**src/rtl/uart_rx_fifo.sv**
```systemverilog
// UART receiver with configurable framing, parity and a show-ahead FIFO.
// Each character lands in the FIFO with its parity/framing error flags.
module uart_rx_fifo #(
  parameter int CLK_FRQ   = 27_000_000,
  parameter int BAUD_RATE = 115200,
  parameter int DATA_BITS = 8,
  parameter int PARITY    = 0,
  parameter int FIFO_AW   = 4
) (
  input  logic             clk,
  input  logic             reset_n,
  input  logic             rx_pin,
  input  logic             rx_pop,
  output logic             rx_valid,
  output logic [7:0]       rx_data,
  output logic             rx_perr,
  output logic             rx_ferr,
  output logic [FIFO_AW:0] rx_count,
  output logic             rx_overrun,
  input  logic             rx_clr_ovr
);

  localparam int CYCLE = CLK_FRQ / BAUD_RATE;
  localparam int DEPTH = 2 ** FIFO_AW;
  localparam logic [15:0] CYC_M1  = 16'(CYCLE - 1);
  localparam logic [15:0] HALF_M1 = 16'(CYCLE / 2 - 1);
  localparam logic [2:0]  LAST    = 3'(DATA_BITS - 1);

  typedef enum logic [2:0] {
    S_IDLE, S_START, S_DATA, S_PAR, S_STOP, S_WAIT
  } state_e;

  state_e      state_q, state_d;
  logic        rx_m_q, rx_s_q;
  logic [15:0] cnt_q, cnt_d;
  logic [2:0]  bit_q, bit_d;
  logic [7:0]  data_q, data_d;
  logic        perr_q, perr_d;
  logic        push, ferr;

  logic [9:0]         mem_q [DEPTH];
  logic [FIFO_AW-1:0] wptr_q, rptr_q;
  logic [FIFO_AW:0]   count_q;
  logic               ovr_q;
  logic               full, do_pop, do_push, drop;
  logic [9:0]         head;

  always_ff @(posedge clk or negedge reset_n) begin
    if (!reset_n) begin
      rx_m_q  <= 1'b1;
      rx_s_q  <= 1'b1;
      state_q <= S_IDLE;
      cnt_q   <= '0;
      bit_q   <= '0;
      data_q  <= '0;
      perr_q  <= 1'b0;
    end else begin
      rx_m_q  <= rx_pin;
      rx_s_q  <= rx_m_q;
      state_q <= state_d;
      cnt_q   <= cnt_d;
      bit_q   <= bit_d;
      data_q  <= data_d;
      perr_q  <= perr_d;
    end
  end

  always_comb begin
    state_d = state_q;
    cnt_d   = cnt_q + 16'd1;
    bit_d   = bit_q;
    data_d  = data_q;
    perr_d  = perr_q;
    push    = 1'b0;
    ferr    = 1'b0;
    unique case (state_q)
      S_IDLE: begin
        cnt_d = '0;
        if (!rx_s_q) begin
          state_d = S_START;
          data_d  = '0;
          perr_d  = 1'b0;
          bit_d   = '0;
        end
      end
      S_START: begin
        if (cnt_q == HALF_M1) begin
          cnt_d   = '0;
          state_d = rx_s_q ? S_IDLE : S_DATA;
        end
      end
      S_DATA: begin
        if (cnt_q == CYC_M1) begin
          cnt_d         = '0;
          data_d[bit_q] = rx_s_q;
          bit_d         = bit_q + 3'd1;
          if (bit_q == LAST)
            state_d = (PARITY != 0) ? S_PAR : S_STOP;
        end
      end
      S_PAR: begin
        if (cnt_q == CYC_M1) begin
          cnt_d   = '0;
          perr_d  = (PARITY == 1) ? ~^{data_q, rx_s_q}
                                  : ^{data_q, rx_s_q};
          state_d = S_STOP;
        end
      end
      S_STOP: begin
        if (cnt_q == CYC_M1) begin
          cnt_d   = '0;
          ferr    = ~rx_s_q;
          push    = 1'b1;
          // a break holds the line low; wait for idle before re-arming
          state_d = (ferr && data_q == 8'd0) ? S_WAIT : S_IDLE;
        end
      end
      S_WAIT: begin
        cnt_d = '0;
        if (rx_s_q) state_d = S_IDLE;
      end
      default: begin
        cnt_d   = '0;
        state_d = S_IDLE;
      end
    endcase
  end

  assign full    = count_q[FIFO_AW];
  assign do_pop  = rx_pop && (count_q != '0);
  assign do_push = push && (!full || do_pop);
  assign drop    = push && full && !do_pop;

  always_ff @(posedge clk or negedge reset_n) begin
    if (!reset_n) begin
      for (int i = 0; i < DEPTH; i++) mem_q[i] <= '0;
      wptr_q  <= '0;
      rptr_q  <= '0;
      count_q <= '0;
      ovr_q   <= 1'b0;
    end else begin
      if (do_push) begin
        mem_q[wptr_q] <= {perr_q, ferr, data_q};
        wptr_q        <= wptr_q + FIFO_AW'(1);
      end
      if (do_pop) rptr_q <= rptr_q + FIFO_AW'(1);
      unique case ({do_push, do_pop})
        2'b10:   count_q <= count_q + (FIFO_AW + 1)'(1);
        2'b01:   count_q <= count_q - (FIFO_AW + 1)'(1);
        default: count_q <= count_q;
      endcase
      if (drop)            ovr_q <= 1'b1;
      else if (rx_clr_ovr) ovr_q <= 1'b0;
    end
  end

  assign head       = mem_q[rptr_q];
  assign rx_valid   = (count_q != '0);
  assign rx_data    = rx_valid ? head[7:0] : 8'd0;
  assign rx_ferr    = rx_valid & head[8];
  assign rx_perr    = rx_valid & head[9];
  assign rx_count   = count_q;
  assign rx_overrun = ovr_q;

endmodule
```
**config.mk**
```make
export PLATFORM = sky130hd
export DESIGN_NAME = uart_rx_fifo
export DESIGN_NICKNAME = d
export VERILOG_FILES = /design/src/rtl/uart_rx_fifo.sv
export SDC_FILE = /design/constraint.sdc
export NUM_CORES = 1
export LEC_CHECK = 0
export BUFFER_PORTS_ARGS = -buffer_cell sky130_fd_sc_hd__buf_2
export CORE_MARGIN = 3
export CORE_UTILIZATION = 30
export DETAILED_ROUTE_END_ITERATION = 16
export PLACE_DENSITY = 0.41
export SYNTH_ARGS = -nofsm -noshare
export SYNTH_HDL_FRONTEND = slang
export SYNTH_SLANG_ARGS = --single-unit
```
**constraint.sdc**
```tcl
create_clock -name clk -period 3.59 [get_ports clk]
set_input_delay 0.718 -clock clk [delete_from_list [all_inputs] [get_ports clk]]
set_output_delay 0.718 -clock clk [all_outputs]
set_load 0.1 [all_outputs]
```
==> metrics.txt <==
status=finished clean; grt ovf=0; Mapped Nets=720; max_slew headroom=0.441; vias in the first global route=6354; Resized cells post-CTS=0; CTS tree=done; Crit Path Category=reg -> out; RePlAce Congestion=0.721; clock group share of total power=0.407; Post-synth EDFFs=0; Util after Layout=0.351; Synth Instances=702; port bufs=21; DR pass1 iterations=5; Power Density=532 nW/um2; final hold violation count=0; Skew-Pair Late Insertion Delay=0.52 ns; Fillers=3205; CP max FO=20; synthesized cell area=10100 um2; Synth Flop Type=dfrtp_1; die area=35900 um2; sequential area share after synthesis=0.514; clk sinks=207; fin crit share=0.944; first-pass GRT wire length=39200 um; Iteration-0 DRC Markers=311; Worst EP required=2.87 ns; crit path capture type=output port; FFs w/ async S/R, synth=1.00; Synth warnings=0; Synth-to-Final Area Change=14.3%; Final HPWL DP=15400 um; CP max stage delay=0.53 ns; setup slack at placement=0.707 ns; WL final=24700 um; initial antenna violation count=0; Worst VDD drop=0.323 mV; Post-CTS Setup Inserts=0; Top Family by Delay on Critical Path=multiplexers; Sw Ratio=0.293; worst path buffer plus inverter count=2; Crit-path slowest cell=mux4_2; Final nets=732; Root Buffer=clkbuf_16; Sw Pwr=1800 uW; Post-DRT Antenna Nets=0; total CTS buffers=25; Reg power frac=0.412; # DRC=0; starting density of the core=0.307; setup ws final=0.201 ns; Die Width=189 um; Worst setup SP type=register; setup tns final=0 ns; internal power=4340 uW; Vias/cell=4.95; CP cell instances=buf_12, mux4_2, mux4_2, nor2b_1, buf_2; fin crit period=3.39 ns; I/O pin count=22; Pleak=0.00535 uW; GR Util All Layers=0.142; Hold WS=0.256 ns; Synth cell types=48; wire per inst=21.1 um; Clock Tree Buf Depth=3; Comb power frac=0.181; slew of the pin with the lowest slew margin=0.838 ns; cell row count=66; mean post-synth cell area=14.4 um2; die extent in y=189 um; ANT cells=0; largest net degree at the start of global routing=93; DR vias=5808; Data arrival, critical path=2.67 ns; most frequent cell on the critical path=mux4_2; layout cells sized above 1=0.429; H-tree levels=1; Synth Register Bits=207; Max Cap Viol=0; RSZ-0062 raised after global routing=false; # setup viols final=0; clk slew on worst S/H paths=0.06 ns; cts hold-fix bufs=0; Max Slew Vio Count=0; Hold WC Path Type=in -> async; fmax=0.295 GHz; core area=32900 um2; Clock Skew=0.0150 ns
==> per-layer routing <==
layer / GRT usage / part of all wire / vias to the layer above
li1: - / - / 2606
met1: 0.191 / 0.46 / 3095
met2: 0.246 / 0.50 / 73
met3: 0.0204 / 0.024 / 34
met4: 0.0310 / 0.022 / 0
met5: 0 / 0 / -
==> final timing paths <==
path	slack, ns	start	cells after the start	to
min in group clk	0.31	rx_pin	1	rx_m_q
max in group asynchronous	2.47	reset_n	2	mem_q[88]
worst max register to register	0.73	state_q[1]	11	rx_count[4]
worst max-delay path	0.20	rptr_q[0]	5	rx_perr
worst min register to register	0.36	rx_m_q	0	rx_s_q
worst min-delay path	0.26	reset_n	1	wptr_q[2]
==> stage by stage <==
step | cell area, um2 | power [uW] | std cells
2_1_floorplan | 10100 | 3330 | 702
3_3_place_gp | 10700 | 3700 | 1129
3_5_place_dp | 10700 | 3710 | 1129
4_1_cts | 11500 | 6260 | 1174
5_1_grt | 11500 | 6440 | 1174
6_report | 11500 | 6140 | 1174
==> worst reg2reg max path, stage by stage (launching register included) <==
cell and delay [ns]:
dfrtp_1 0.52, or3b_1 0.55, nor3b_4 0.23, inv_1 0.08, ha_1 0.30, xor2_1 0.18, ha_1 0.23, inv_1 0.09
o21ai_0 0.08, a21o_1 0.20, a21oi_1 0.18, xor2_1 0.17
==> cells in the mapped netlist (2+ instances only) <==
cell type,number,area [um2]
nand3_4,12,210
mux2_2,162,1820
a21o_1,4,30.0
a22o_1,2,17.5
a31oi_1,5,31.3
ha_1,13,163
o31ai_1,10,75.1
nand4_1,5,31.3
a21oi_1,5,25.0
nand4_4,2,42.5
a22oi_1,2,15.0
and3_1,2,12.5
buf_1,6,22.5
nor3_1,6,30.0
dfrtp_1,205,5130
xnor2_1,22,193
clkbuf_1,36,135
nor2b_1,15,93.8
buf_6,2,22.5
mux4_2,50,1130
nand2_1,16,60.1
nand2b_1,5,31.3
o21ai_0,19,95.1
mux2_1,3,33.8
nor4_1,3,18.8
xor2_1,12,105
dfstp_2,2,52.6
inv_1,14,52.6
nand4_2,3,37.5
and4_1,4,35.0
nor2_1,29,109
buf_2,5,25.0
nand3_1,6,30.0
==> final cells by class <==
type / instances / area (um2) / area share
clock inverters: 4 / 48.8 / 0.00423
multi-input cells: 430 / 4630 / 0.401
flip-flops and latches: 207 / 5180 / 0.450
repair buffers: 36 / 289 / 0.0251
inverters: 14 / 52.6 / 0.00456
clock buffers: 41 / 776 / 0.0673
well taps: 442 / 553 / 0.0480
==> power by group through the flow <==
stage | Sequential (uW) | Combinational (uW) | Clock (uW)
floorplan | 2690 | 640 | 0
global placement | 2570 | 1140 | 0
detailed placement | 2570 | 1140 | 0
CTS | 2530 | 1140 | 2590
global route | 2540 | 1200 | 2690
finish | 2530 | 1110 | 2500
==> cells in the final DEF (no fill, tap or decap), drive strengths merged, types with 2 or more instances in the layout <==
cell / instances
a21o: 4
a21oi: 5
a22o: 2
a22oi: 2
a31oi: 5
and3: 2
and4: 4
buf: 35
clkbuf: 42
clkinv: 2
dfrtp: 205
dfstp: 2
ha: 13
inv: 15
mux2: 165
mux4: 50
nand2: 16
nand2b: 5
nand3: 18
nand4: 10
nor2: 29
nor2b: 15
nor3: 6
nor3b: 2
nor4: 5
o21ai: 19
o31ai: 10
xnor2: 22
xor2: 12
==> flip-flops by register name, summed over array words and instances, names as in the netlist, 3 cells and up <==
| register | cells |
|---|---|
| mem_q | 160 |
| cnt_q | 16 |
| data_q | 8 |
| rx_count | 5 |
| rptr_q | 4 |
| wptr_q | 4 |
| bit_q | 3 |
| state_q | 3 |
==> cell families after synthesis <==
| family | count (synthesis) | share of synthesized area |
|---|---|---|
| compound gates | 52 | 0.0331 |
| xor+xnor | 34 | 0.0295 |
| buf+inv | 65 | 0.0283 |
| simple gates | 116 | 0.0832 |
| mux | 215 | 0.296 |
| fa+ha+maj | 13 | 0.0161 |
| flops | 207 | 0.514 |
No activity file was read; power rests on OpenSTA's default activity.
